`src/rtl/lock_ctrl_pkg.sv`:
```
// Shared types and constants for the door-lock motion controller.
package lock_ctrl_pkg;

  typedef enum logic [2:0] {
    IDLE      = 3'd0,
    OPENING   = 3'd1,
    OPEN_HOLD = 3'd2,
    CLOSING   = 3'd3,
    LOCKOUT   = 3'd4
  } lock_state_t;

  localparam logic DIR_OPEN  = 1'b1;
  localparam logic DIR_CLOSE = 1'b0;

  // Bolt is in motion or being held open.
  function automatic logic state_is_busy(lock_state_t s);
    return (s == OPENING) || (s == OPEN_HOLD) || (s == CLOSING);
  endfunction

endpackage

```
`src/rtl/step_tick_gen.sv`:
```
// Free-running STEP_DIV clock divider producing a one-cycle step tick.
module step_tick_gen #(
  parameter int unsigned STEP_DIV = 20000
) (
  input  logic clk,
  input  logic reset,
  output logic tick
);

  localparam int unsigned DivW = (STEP_DIV > 1) ? $clog2(STEP_DIV) : 1;
  localparam logic [DivW-1:0] DivLast = DivW'(STEP_DIV - 1);

  logic [DivW-1:0] div_q;

  // Divider counts 0..STEP_DIV-1 and wraps.
  always_ff @(posedge clk) begin
    if (reset) begin
      div_q <= '0;
    end else if (div_q == DivLast) begin
      div_q <= '0;
    end else begin
      div_q <= div_q + 1'b1;
    end
  end

  assign tick = (div_q == DivLast);

endmodule

```
`src/rtl/lock_motion_ctrl.sv`:
```
// Door-lock bolt sequencer: opens on a good code, holds, closes; locks out after
// repeated bad codes. Issues step_pulse/step_dir only.
// Optional feature: define LOCK_OBSTRUCT_EN to make obstruct reopen/hold the bolt.
module lock_motion_ctrl #(
  parameter int unsigned STEP_DIV      = 20000,
  parameter int unsigned OPEN_STEPS    = 100,
  parameter int unsigned HOLD_TICKS    = 500,
  parameter int unsigned MAX_FAIL      = 3,
  parameter int unsigned LOCKOUT_TICKS = 1000
) (
  input  logic clk,
  input  logic reset,
  input  logic code_valid,
  input  logic match,
  input  logic obstruct,
  output logic step_pulse,
  output logic step_dir,
  output logic busy,
  output logic is_open,
  output logic alarm
);

  import lock_ctrl_pkg::*;

  localparam int unsigned StepW  = $clog2(OPEN_STEPS + 1);
  localparam int unsigned TimMax = (HOLD_TICKS > LOCKOUT_TICKS) ? HOLD_TICKS : LOCKOUT_TICKS;
  localparam int unsigned TimW   = $clog2(TimMax + 1);
  localparam int unsigned FailW  = $clog2(MAX_FAIL + 1);

  localparam logic [StepW-1:0] OpenStepsC    = StepW'(OPEN_STEPS);
  localparam logic [StepW-1:0] StepOneC      = StepW'(1);
  localparam logic [TimW-1:0]  HoldTicksC    = TimW'(HOLD_TICKS);
  localparam logic [TimW-1:0]  LockoutTicksC = TimW'(LOCKOUT_TICKS);
  localparam logic [FailW-1:0] MaxFailC      = FailW'(MAX_FAIL);

  lock_state_t      state_q, state_d;
  logic [StepW-1:0] step_cnt_q, step_cnt_d;
  logic [TimW-1:0]  tim_cnt_q, tim_cnt_d;   // hold ticks or lockout ticks
  logic [FailW-1:0] fail_cnt_q, fail_cnt_d;
  logic             step_pulse_q, step_pulse_d;
  logic             step_dir_q, step_dir_d;

  logic tick;
  logic good_code;
  logic bad_code;
  logic reopen;
  logic [StepW-1:0] step_inc;
  logic [TimW-1:0]  tim_inc;
  logic [FailW-1:0] fail_inc;

  step_tick_gen #(
    .STEP_DIV (STEP_DIV)
  ) u_tick (
    .clk   (clk),
    .reset (reset),
    .tick  (tick)
  );

`ifdef LOCK_OBSTRUCT_EN
  assign reopen = obstruct;
`else
  logic obstruct_unused;
  assign obstruct_unused = obstruct;
  assign reopen          = 1'b0;
`endif

  assign good_code = code_valid & match;
  assign bad_code  = code_valid & ~match;
  assign step_inc  = step_cnt_q + 1'b1;
  assign tim_inc   = tim_cnt_q + 1'b1;
  assign fail_inc  = fail_cnt_q + 1'b1;

  // Next-state logic: a code decision pre-empts any tick on the same clk.
  always_comb begin
    state_d      = state_q;
    step_cnt_d   = step_cnt_q;
    tim_cnt_d    = tim_cnt_q;
    fail_cnt_d   = fail_cnt_q;
    step_pulse_d = 1'b0;
    step_dir_d   = step_dir_q;

    unique case (state_q)
      IDLE: begin
        if (good_code) begin
          fail_cnt_d = '0;
          state_d    = OPENING;
        end else if (bad_code) begin
          fail_cnt_d = fail_inc;
          if (fail_inc == MaxFailC) begin
            tim_cnt_d = '0;
            state_d   = LOCKOUT;
          end
        end
      end

      OPENING: begin
        // A resume from CLOSING before any close step is already fully open.
        if (step_cnt_q == OpenStepsC) begin
          tim_cnt_d = '0;
          state_d   = OPEN_HOLD;
        end else if (tick) begin
          step_pulse_d = 1'b1;
          step_dir_d   = DIR_OPEN;
          step_cnt_d   = step_inc;
          if (step_inc == OpenStepsC) begin
            tim_cnt_d = '0;
            state_d   = OPEN_HOLD;
          end
        end
      end

      OPEN_HOLD: begin
        if (good_code || reopen) begin
          tim_cnt_d = '0;
        end else if (tick) begin
          tim_cnt_d = tim_inc;
          if (tim_inc == HoldTicksC) begin
            state_d = CLOSING;
          end
        end
      end

      CLOSING: begin
        if (good_code || reopen) begin
          state_d = OPENING;
        end else if (tick) begin
          step_pulse_d = 1'b1;
          step_dir_d   = DIR_CLOSE;
          step_cnt_d   = step_cnt_q - 1'b1;
          if (step_cnt_q == StepOneC) begin
            state_d = IDLE;
          end
        end
      end

      LOCKOUT: begin
        if (tick) begin
          tim_cnt_d = tim_inc;
          if (tim_inc == LockoutTicksC) begin
            fail_cnt_d = '0;
            state_d    = IDLE;
          end
        end
      end

      default: begin
        state_d = IDLE;
      end
    endcase
  end

  // State and counter registers; reset treats the bolt as closed.
  always_ff @(posedge clk) begin
    if (reset) begin
      state_q      <= IDLE;
      step_cnt_q   <= '0;
      tim_cnt_q    <= '0;
      fail_cnt_q   <= '0;
      step_pulse_q <= 1'b0;
      step_dir_q   <= 1'b0;
    end else begin
      state_q      <= state_d;
      step_cnt_q   <= step_cnt_d;
      tim_cnt_q    <= tim_cnt_d;
      fail_cnt_q   <= fail_cnt_d;
      step_pulse_q <= step_pulse_d;
      step_dir_q   <= step_dir_d;
    end
  end

  assign step_pulse = step_pulse_q;
  assign step_dir   = step_dir_q;
  assign busy       = state_is_busy(state_q);
  assign is_open    = (state_q == OPEN_HOLD);
  assign alarm      = (state_q == LOCKOUT);

endmodule

```
`config.mk`:
```
export PLATFORM = sky130hd
export DESIGN_NAME = lock_motion_ctrl
export DESIGN_NICKNAME = d
export VERILOG_FILES = /design/src/rtl/lock_ctrl_pkg.sv /design/src/rtl/step_tick_gen.sv /design/src/rtl/lock_motion_ctrl.sv
export SDC_FILE = /design/constraint.sdc
export NUM_CORES = 1
export LEC_CHECK = 0
export ABC_AREA = 1
export CORE_AREA = 10 10 85 87
export DETAILED_ROUTE_END_ITERATION = 8
export DIE_AREA = 0 0 95 97
export PLACE_DENSITY = 0.71
export SKIP_LAST_GASP = 1
export SLEW_MARGIN = 20
export SYNTH_ARGS = -nofsm -noshare
export SYNTH_HDL_FRONTEND = slang
export SYNTH_HIERARCHICAL = 1
export SYNTH_SLANG_ARGS = --single-unit
```
`constraint.sdc`:
```
create_clock -name clk -period 2.72 [get_ports clk]
set_input_delay 0.816 -clock clk [delete_from_list [all_inputs] [get_ports clk]]
set_output_delay 0.816 -clock clk [all_outputs]
set_load 0.01 [all_outputs]
```
==> reports/results.tsv, run 1 <==
metric	value	unit
cp_slowest_stage_delay	0.57	ns
holdPathStages	2	
synthTopCellsByArea	dfxtp_1 (30%), nand2_1 (14%), inv_1 (6.2%), nor2_1 (5.7%), a21oi_1 (5.4%)	
yosysMostFrequentCell	nand2_1	
grt_usage	0.1188	
crit_top_cell	nor2_4	
rows	27	
synth-edff-count	0	
final_layout_size_suffix_gt1_frac	0.1618	
tightestPinTransition	0.4469	ns
die_h	97	um
cts.htree.levels	2	
synth.net_count	404	
overflow	0	
final_max_slew_viol_count	0	
insertion_delay	0.29	ns
hold_class	reg -> reg	
utilization	0.5251	
drv_cap	0	
cp_max_fo	6	
setup_violations	0	
wirelength	5.377	mm
grt_pass1_wl	9.377	mm
pre_cts_slack	0.3048	ns
cts_root_buf	clkbuf_8	
fin_crit_sh	0.9131	
cts_tree	done	
p_total	1.637	mW
final_nets	418	
worst_slew_margin_rel	0.7021	
drt-pass1-iter-count	4	
r2r_start	u_tick/div_q[0]$_SDFF_PP0_	
cts.clk_slew.worst_paths	0.09	ns
initial_core_util	0.4728	
min_period	2.484	ns
reg2reg_slack	0.32	ns
area_growth	11.07	%
synthFlopType	dfxtp_1	
core_area	5473	sq um
totalNegativeSetupSlack	0	ns
vdd_drop_max	0.0004184	V
via_count	2428	
ys_ff_latch	39	
synth.yosys.seq_area_share	0.3017	
ant_nets	0	
grt_antenna_before_repair	0	
synth_top_cell_area_share	0.3017	
fmax	402.7	MHz
cpMaxStageDelayCell	clkdlybuf4s50_1	
synthCells	393	
post_cts_buffers	0	
grt_start_max_net_pins	16	
cts_buffers	5	
async_reset_ff_frac	0	
end_kind	output port	
rsz0062_at_grt	false	
whs	0.4742	ns
viasPerCell	5.058	
yosysUniqueCellTypes	38	
arrival	1.67	ns
synthTopCellsByCount	nand2_1 (94), inv_1 (43), dfxtp_1 (39), nor2_1 (39), a21oi_1 (28)	
cts_num_sinks	39	
whs_endpoint	step_dir$_SDFFE_PP0P_	
syn_avg_cell_area	6.584	sq um
synth_top_cell_by_area	dfxtp_1	
fp.dieArea	9215	sq um
clk_path_buf_depth	2	
status	finished clean	
yosys_warnings	6	
path_cells	nor2_4, inv_2, nor2_4, clkdlybuf4s50_1	
min_from	step_dir$_SDFFE_PP0P_	
finClkSkew	0.005959	ns
fp.dieW	95	um
path_class	reg -> out	
place_hpwl	4.135	mm
drtIter0Drc	70	
crit_required	1.90	ns
reg2reg_depth	13	
antenna_cells	0	
reg2reg_to	fail_cnt_q[0]$_SDFFE_PP0P_	
drc	0	
final_hold_viol_count	0	
io_buffer_count	8	
wl_per_cell	11.20	um
syn-cell-area	2587	sq um
grt_pass1_vias	2208	
leakage	1.150	nW
power.density	569.4	nW/um^2
setup_ws	0.2365	ns
routabilityCongestion	0.8948	
cp-start-kind	register	
pin_count	10	
## layer usage
metal / up-vias / wire (um) / GRT usage
met1: 1092 / 2733 / 0.1491
met4: 0 / 33 / 0.02860
met5: - / 0 / 0
met3: 2 / 191 / 0.03470
li1: 1304 / - / -
met2: 30 / 2419 / 0.1928
## power breakdown
part           switching (mW)  internal (mW)
Combinational           0.325          0.181
Sequential             0.0285          0.600
Clock                   0.224          0.278
Total                   0.577           1.06
## critical path: cells and delay by family (launching register included)
kind	cells	cell delay, ns
buf+inv	2	0.63
flops	1	0.38
simple gates	2	0.36
## worst max path at each step
stage / start / endpoint / cells past startpoint
2_1_floorplan: u_tick/div_q[0]$_SDFF_PP0_ / state_q[0]$_SDFFE_PP0P_ / 10
3_3_place_gp: code_valid / state_q[1]$_SDFFE_PP0P_ / 13
3_5_place_dp: u_tick/div_q[0]$_SDFF_PP0_ / fail_cnt_q[0]$_SDFFE_PP0P_ / 13
4_1_cts: state_q[0]$_SDFFE_PP0P_ / alarm / 4
5_1_grt: u_tick/div_q[0]$_SDFF_PP0_ / fail_cnt_q[0]$_SDFFE_PP0P_ / 14
6_report: state_q[0]$_SDFFE_PP0P_ / alarm / 4
## timing repair
item,in CTS,in global routing
resized for setup,0,1
hold buffers,0,0
endpoints found under the setup margin,0,1
## kinds of logic after synthesis
logic type      after synthesis  synth area share
simple gates                222            0.4134
buf+inv                      60           0.09429
compound gates               58            0.1344
flops                        39            0.3017
xor+xnor                      8           0.02708
fa+ha+maj                     6           0.02901
## final cells by class
type                    instances  area [sq um]
clock buffers                   5         68.82
clock inverters                 3         47.55
flip-flops and latches         39         780.7
inverters                      56         210.2
fillers                       562          2599
multi-input cells             294          1574
repair buffers                 11         102.6
well taps                      72         90.09
## metrics by stage
stage	area, sq um	std cells
2_1_floorplan	2587	393
3_3_place_gp	2753	472
3_5_place_dp	2753	472
4_1_cts	2869	480
5_1_grt	2874	480
6_report	2874	480
## registers in the layout (all words and copies together), names as in the netlist
name	count
u_tick/div_q	15
tim_cnt_q	10
step_cnt_q	7
state_q	3
fail_cnt_q	2
step_dir	1
step_pulse	1
## placed cells by master, fill, tap and decap left out, types with 4 or more instances in the layout
master | Yosys | layout
xor2_1 | 5 | 5
clkbuf_8 | 0 | 5
a21oi_2 | 4 | 4
nor2_2 | 18 | 17
nand3_1 | 26 | 26
nand2_2 | 8 | 8
ha_1 | 6 | 6
clkdlybuf4s50_1 | 0 | 8
nand4_1 | 14 | 14
dfxtp_1 | 39 | 39
nor3_1 | 6 | 6
a21oi_1 | 28 | 28
o21ai_0 | 11 | 11
inv_1 | 43 | 43
nand2_1 | 94 | 94
nor2_1 | 39 | 39
nand3_2 | 4 | 4
inv_2 | 12 | 12
Note: power is estimated with default switching activity, not from simulation.
==> run 2: changes to the inputs <==
--- a/config.mk
+++ b/config.mk
@@ -7,6 +7,7 @@
 export LEC_CHECK = 0
 export ABC_AREA = 1
 export CORE_AREA = 10 10 85 87
+export CTS_BUF_LIST = sky130_fd_sc_hd__clkbuf_4 sky130_fd_sc_hd__clkbuf_8
 export DETAILED_ROUTE_END_ITERATION = 8
 export DIE_AREA = 0 0 95 97
 export PLACE_DENSITY = 0.71
==> results of run 2 <==
Same layout as run 1: the final DEF is identical, and so are final timing and power.
